File: src/rtl/top.sv
// Ternary serial master: shifts a balanced-ternary frame counter plus a status trit out
// on O_mosi while sampling I_miso, then reports cmp(rx, tx) as the next frame's status.
module top #(
  parameter int CLK_DIV = 2,
  parameter int TRITS   = 3
) (
  input  logic       I_clk,
  input  logic       I_rst,
  output logic [1:0] O_mosi,
  input  logic [1:0] I_miso,
  output logic [1:0] O_sck
);

  localparam int PW = $clog2(2*CLK_DIV + 1);
  localparam int IW = $clog2(TRITS + 2);
  localparam int DW = 2*TRITS;
  localparam int SW = 2*(TRITS + 1);

  localparam logic [PW-1:0] IDLE_LAST  = PW'(2*CLK_DIV - 1);
  localparam logic [PW-1:0] HALF_LAST  = PW'(CLK_DIV - 1);
  localparam logic [IW-1:0] STATUS_IDX = IW'(TRITS);

  localparam logic [1:0] T_ZERO = 2'b00;
  localparam logic [1:0] T_POS  = 2'b01;
  localparam logic [1:0] T_NEG  = 2'b10;
  localparam logic [1:0] T_INV  = 2'b11;

  typedef enum logic [1:0] {S_IDLE, S_LAUNCH, S_SAMPLE, S_END} state_e;

  function automatic logic trit_valid(input logic [1:0] t);
    case (t)
      T_ZERO, T_POS, T_NEG: return 1'b1;
      default:              return 1'b0;
    endcase
  endfunction

  function automatic logic all_valid(input logic [DW-1:0] v);
    logic ok;
    ok = 1'b1;
    for (int i = 0; i < TRITS; i++) ok = ok & trit_valid(v[2*i +: 2]);
    return ok;
  endfunction

  // Order -1 < 0 < +1 mapped onto unsigned ranks 0 < 1 < 2.
  function automatic logic [1:0] trit_rank(input logic [1:0] t);
    case (t)
      T_NEG:   return 2'd0;
      T_ZERO:  return 2'd1;
      default: return 2'd2;
    endcase
  endfunction

  function automatic logic [1:0] tern_cmp(input logic [DW-1:0] a, input logic [DW-1:0] b);
    logic [1:0] res;
    logic       decided;
    res     = T_ZERO;
    decided = 1'b0;
    for (int i = TRITS - 1; i >= 0; i--) begin
      if (!decided && (a[2*i +: 2] != b[2*i +: 2])) begin
        decided = 1'b1;
        res     = (trit_rank(a[2*i +: 2]) > trit_rank(b[2*i +: 2])) ? T_POS : T_NEG;
      end
    end
    return res;
  endfunction

  // +1 rolls over to -1 with a carry, so the all-(+1) word wraps to all-(-1).
  function automatic logic [DW-1:0] tern_inc(input logic [DW-1:0] v);
    logic [DW-1:0] r;
    logic          carry;
    r     = v;
    carry = 1'b1;
    for (int i = 0; i < TRITS; i++) begin
      if (carry) begin
        case (v[2*i +: 2])
          T_NEG:   begin r[2*i +: 2] = T_ZERO; carry = 1'b0; end
          T_ZERO:  begin r[2*i +: 2] = T_POS;  carry = 1'b0; end
          default: begin r[2*i +: 2] = T_NEG;  carry = 1'b1; end
        endcase
      end
    end
    return r;
  endfunction

  state_e          state_q, state_d;
  logic [PW-1:0]   phase_q, phase_d;
  logic [IW-1:0]   idx_q, idx_d;
  logic [SW-1:0]   shift_q, shift_d;
  logic [DW-1:0]   rx_q, rx_d;
  logic [DW-1:0]   count_q, count_d;
  logic [1:0]      status_q, status_d;
  logic [1:0]      mosi_q, mosi_d;
  logic [1:0]      sck_q, sck_d;
  logic            phase_done;

  // NOTE: sequential state uses non-blocking assignments so every flop samples pre-edge values.
  always_ff @(posedge I_clk) begin
    if (I_rst) begin
      state_q  <= S_IDLE;
      phase_q  <= '0;
      idx_q    <= '0;
      shift_q  <= '0;
      rx_q     <= '0;
      count_q  <= '0;
      status_q <= T_INV;
      mosi_q   <= T_ZERO;
      sck_q    <= T_ZERO;
    end else begin
      state_q  <= state_d;
      phase_q  <= phase_d;
      idx_q    <= idx_d;
      shift_q  <= shift_d;
      rx_q     <= rx_d;
      count_q  <= count_d;
      status_q <= status_d;
      mosi_q   <= mosi_d;
      sck_q    <= sck_d;
    end
  end

  // NOTE: every always_comb output gets a default first so no path leaves it unassigned (no latch).
  always_comb begin
    state_d    = state_q;
    phase_done = 1'b0;
    case (state_q)
      S_IDLE: begin
        phase_done = (phase_q == IDLE_LAST);
        if (phase_done) state_d = S_LAUNCH;
      end
      S_LAUNCH: begin
        phase_done = (phase_q == HALF_LAST);
        if (phase_done) state_d = S_SAMPLE;
      end
      S_SAMPLE: begin
        phase_done = (phase_q == HALF_LAST);
        if (phase_done) state_d = (idx_q == STATUS_IDX) ? S_END : S_LAUNCH;
      end
      default: begin
        phase_done = 1'b1;
        state_d    = S_IDLE;
      end
    endcase
  end

  // Outputs are registered from the next state so they line up with the state they describe.
  always_comb begin
    phase_d  = (state_d != state_q) ? '0 : phase_q + PW'(1);
    idx_d    = idx_q;
    shift_d  = shift_q;
    rx_d     = rx_q;
    count_d  = count_q;
    status_d = status_q;
    case (state_q)
      S_IDLE: begin
        if (phase_done) begin
          shift_d = {count_q, status_q};
          idx_d   = '0;
        end
      end
      S_SAMPLE: begin
        if (phase_done) begin
          if (idx_q < STATUS_IDX) rx_d = {rx_q[DW-3:0], I_miso};
          shift_d = {shift_q[SW-3:0], T_ZERO};
          idx_d   = idx_q + IW'(1);
        end
      end
      S_END: begin
        status_d = all_valid(rx_q) ? tern_cmp(rx_q, count_q) : T_INV;
        count_d  = tern_inc(count_q);
      end
      default: ;
    endcase

    sck_d  = T_ZERO;
    mosi_d = T_ZERO;
    case (state_d)
      S_LAUNCH: begin sck_d = T_POS; mosi_d = shift_d[SW-1 -: 2]; end
      S_SAMPLE: begin sck_d = T_NEG; mosi_d = shift_d[SW-1 -: 2]; end
      default: ;
    endcase
  end

  assign O_mosi = mosi_q;
  assign O_sck  = sck_q;

endmodule

File: config.mk
export PLATFORM = sky130hd
export DESIGN_NAME = top
export DESIGN_NICKNAME = d
export VERILOG_FILES = /design/src/rtl/top.sv
export SDC_FILE = /design/constraint.sdc
export NUM_CORES = 1
export LEC_CHECK = 0
export BUFFER_PORTS_ARGS = -buffer_cell sky130_fd_sc_hd__buf_2
export CAP_MARGIN = 30
export CORE_UTILIZATION = 30
export CTS_CLUSTER_DIAMETER = 50
export DETAILED_ROUTE_END_ITERATION = 8
export GPL_TIMING_DRIVEN = 1
export PLACE_DENSITY = 0.43
export SLEW_MARGIN = 40
export SYNTH_ARGS = -nofsm -noshare
export SYNTH_HDL_FRONTEND = slang
export SYNTH_SLANG_ARGS = --single-unit
File: constraint.sdc
create_clock -name I_clk -period 2.3 [get_ports I_clk]
set_clock_uncertainty 0.1 [all_clocks]
set_input_delay 0.23 -clock I_clk [delete_from_list [all_inputs] [get_ports I_clk]]
set_output_delay 0.23 -clock I_clk [all_outputs]
set_load 0.01 [all_outputs]
==> key figures <==
Power and ir drop
  – Switch share: 32.5%
  – Psw: 0.523 mW
  – Worst IR drop on VDD: 0.270 mV
  – Comb power frac: a little under a third
  – PwrDens: 768 nW/µm²
  – Tot Pwr: about 1.6 mW
  – Cell Int Power: 1.09 mW
  – Sequential power share: 41.8%
  – P_leak: 0.862 nW
  – Clk network pwr share: between 20% and 30%

Floorplanning
  – Die Y: about 80 µm
  – Core Area: just under 6000 µm²
  – Row Count: 28
  – DIE WIDTH: 80.5 µm
  – Die Area: approximately 6500 µm²
  – Starting Density: 31.2%
  – Ports: 8

Worst setup path
  – Worst setup SP type: flip-flop
  – Worst-path maximum fanout: 3
  – Crit-path slowest cell: or3b_4
  – CP peak stage delay: approximately 420 ps
  – Sequence of cells on the critical path: ha_4 > ha_4 > or3b_4 > a221oi_4 > o22a_2 > nor2_2 > ha_1 > nor3_2
  – Worst path most repeated cell: ha_4
  – Worst path arrival time: 2340 ps
  – Crit path required time: approximately 2400 ps
  – Setup CP Type: flip-flop to flip-flop
  – Critical path buffer and inverter count: 0
  – CP delay by family, top: adder cells
  – Element type at the critical path end: flip-flop

Synthesis
  – Post-Syn Area: 1850 µm²
  – Async SR Flop Fraction: 0%
  – Xor/xnor share of the synthesized area: under 10%
  – Seq/Total Area, Yosys: between 30 and 40%
  – Post-synth EDFFs: 0
  – Most used flip-flop cell after synthesis: dfxtp_1
  – Post-Synthesis Cells: 204
  – Synth Register Bits: 34
  – Multiplexer area fraction after synthesis: 4.87%
  – Syn_nets: 225
  – Yosys Warn Count: 0
  – Yosys cell types: 47
  – Synth Area in Simple Gates: 18.4%
  – Largest family of logic cells by synthesized area: compound AO/OA/AOI/OAI gates
  – Avg Inst Size Synth: 9.06 µm²
  – Synth Area in Adders: 11.5%
  – Compound-gate portion of the synthesized area: 19.7%

STA
  – Max Clk Rate: 451 MHz
  – Sum Neg Setup Slack: 0 ps
  – Worst Tran Pin Value: approximately 440 ps
  – Min Clock Period, post-route: 2220 ps
  – Final setup viols: 0
  – Hold WS: approximately 74 ps
  – Max Slew Vio Count: 0
  – Setup WS post-layout: 80.4 ps
  – Fin. Hold Viols: 0
  – Slew HR: 70.8%
  – Part of the cycle the worst path needs: between 90% and 100%

Global routing
  – Routing usage on met3: 3.75%
  – Global-route wire length before repair: 6.90 mm
  – Largest net degree at the start of global routing: 32
  – Antenna violations before repair: 0
  – Met1 Use GR: 15.2%
  – Gr busiest metal: met2
  – Met2 GRT Util: 25.7%
  – Total track usage: 14.1%
  – Vias in the first global route: 1500
  – Grt ovf: 0

Detailed routing
  – WL final: 3.96 mm
  – Antenna Nets Post-Route: 0
  – Total number of vias: about 1400
  – DR iter-0 viols: 32
  – Routed len/inst: 13.8 µm
  – Drt via density: slightly above 5
  – TritonRoute pass-1 iters: 4
  – DRC: 0

Placement
  – Pre-CTS WS: 44.8 ps
  – Placed cell count: 278
  – Final Wtd Congestion: 0.790
  – DP Area: 1960 µm²
  – Port-buffer cells: 7
  – Dpl hpwl: 2.91 mm

Clock network
  – CTS tree: built
  – Maximum root-to-sink buffer count: 2
  – Worst-skew pair later-pin latency: 290 ps
  – Reg clk slew, reported paths: 70 ps
  – CTS buffer count: 5
  – # hold bufs at CTS: 0
  – Number of H-tree levels: 2
  – Clk sinks: 34
  – CTS root buffer: clkbuf_8

Layout
  – Share of cells above drive strength 1: 18.0%
  – Area growth syn-to-layout: 13.5%
  – Fin util: 35.4%
  – Final design area excluding fillers: roughly 2100 µm²
  – # diodes: 0
  – NumNets Final: 231
  – Final Non-Filler Cells: 286
  – Layout fillers: 612

Worst hold path
  – Hold Path Class: primary input to flip-flop

Flow run
  – Max_cap viols: 0

Run status
  – Status: complete, no violations
[metal layers]
metal | wire [µm] | share of wire [%]
met3 | 96 | 2.4
met1 | 1820 | 46
met5 | 0 | 0
met4 | 65 | 1.6
met2 | 1980 | 50
[path summary, 6_finish.rpt]
kind	start	slack [ps]	endpoint	cells after the start
setup / recovery	idx_q[1]$_SDFFE_PP0P_	80	O_mosi[0]$_SDFF_PP0_	8
hold / removal	I_miso[0]	70	rx_q[0]$_SDFFE_PP0P_	3
setup reg to reg	idx_q[1]$_SDFFE_PP0P_	80	O_mosi[0]$_SDFF_PP0_	8
hold reg to reg	phase_q[0]$_SDFF_PP0_	370	phase_q[0]$_SDFF_PP0_	1
[power by group through the flow]
| stage | Combinational [mW] | Clock [mW] | Sequential, mW |
|---|---|---|---|
| 6_report | 0.483 | 0.455 | 0.673 |
| 3_3_place_gp | 0.438 | 0 | 0.683 |
| 2_1_floorplan | 0.347 | 0 | 0.680 |
| 5_1_grt | 0.536 | 0.498 | 0.680 |
| 4_1_cts | 0.450 | 0.473 | 0.673 |
| 3_5_place_dp | 0.449 | 0 | 0.686 |
[registers in the layout, indices dropped and copies added, names as in the netlist]
| signal | flops |
|---|---|
| phase_q | 3 |
| state_q | 2 |
| O_mosi | 2 |
| O_sck | 2 |
| shift_q | 8 |
| idx_q | 3 |
| status_q | 2 |
| rx_q | 6 |
| count_q | 6 |
[kinds of logic after synthesis]
logic type | Yosys count
compound gates | 47
buf+inv | 25
simple gates | 66
xor+xnor | 6
mux | 9
flops | 34
fa+ha+maj | 17
[what timing repair did]
item | in CTS | in global routing
endpoints found under the setup margin | 0 | 2
gates resized for setup | 0 | 9
buffers inserted | 0 | 0
[cells in the mapped netlist (2+ instances only)]
cell type	number	area, µm²
buf_2	5	25.0
or2_2	4	25.0
a21oi_1	10	50.1
ha_1	17	213
xor2_1	2	17.5
clkbuf_1	8	30.0
a32oi_1	4	35.0
nor2_1	24	90.1
nand2b_1	3	18.8
a22o_1	6	52.6
mux2i_1	9	90.1
xnor2_1	4	35.0
or2_1	2	12.5
nor4_1	3	18.8
a22oi_1	7	52.6
inv_1	11	41.3
nand3b_1	3	22.5
nor3_1	5	25.0
o21ai_0	4	20.0
dfxtp_1	34	681
nor2b_1	6	37.5
nand2_1	8	30.0
[area by class of cell]
| cell class | instances | area, µm² | area share, % |
|---|---|---|---|
| multi-input cells | 145 | 1110 | 52.9 |
| flip-flops and latches | 34 | 682 | 32.5 |
| well taps | 75 | 93.8 | 4.47 |
| clock buffers | 7 | 86.3 | 4.12 |
| repair buffers | 13 | 80.1 | 3.82 |
| inverters | 11 | 41.3 | 1.97 |
| clock inverters | 1 | 5.00 | 0.239 |
[cell usage in the layout, fill, tap and decap left out, types with 2 or more instances in the layout]
cell	n
dfxtp_1	33
nor2_1	23
ha_1	15
inv_1	11
a21oi_1	10
mux2i_1	9
nand2_1	8
a22oi_1	7
buf_2	7
nor2b_1	6
a22o_1	6
clkbuf_8	6
buf_4	6
or2_2	4
o21ai_0	4
a32oi_1	4
xnor2_1	4
nor3_1	3
nand3b_1	3
nand2b_1	3
nor4_1	3
or2_1	2
xor2_1	2
nor3_2	2
ha_4	2
[worst register-to-register path: stages, from the launching register on]
cell and delay, ps:
dfxtp_1 350, ha_4 170, ha_4 140, or3b_4 420
a221oi_4 290, o22a_2 210, nor2_2 40, ha_1 340
nor3_2 100
Power figures use the tool's default switching activity.
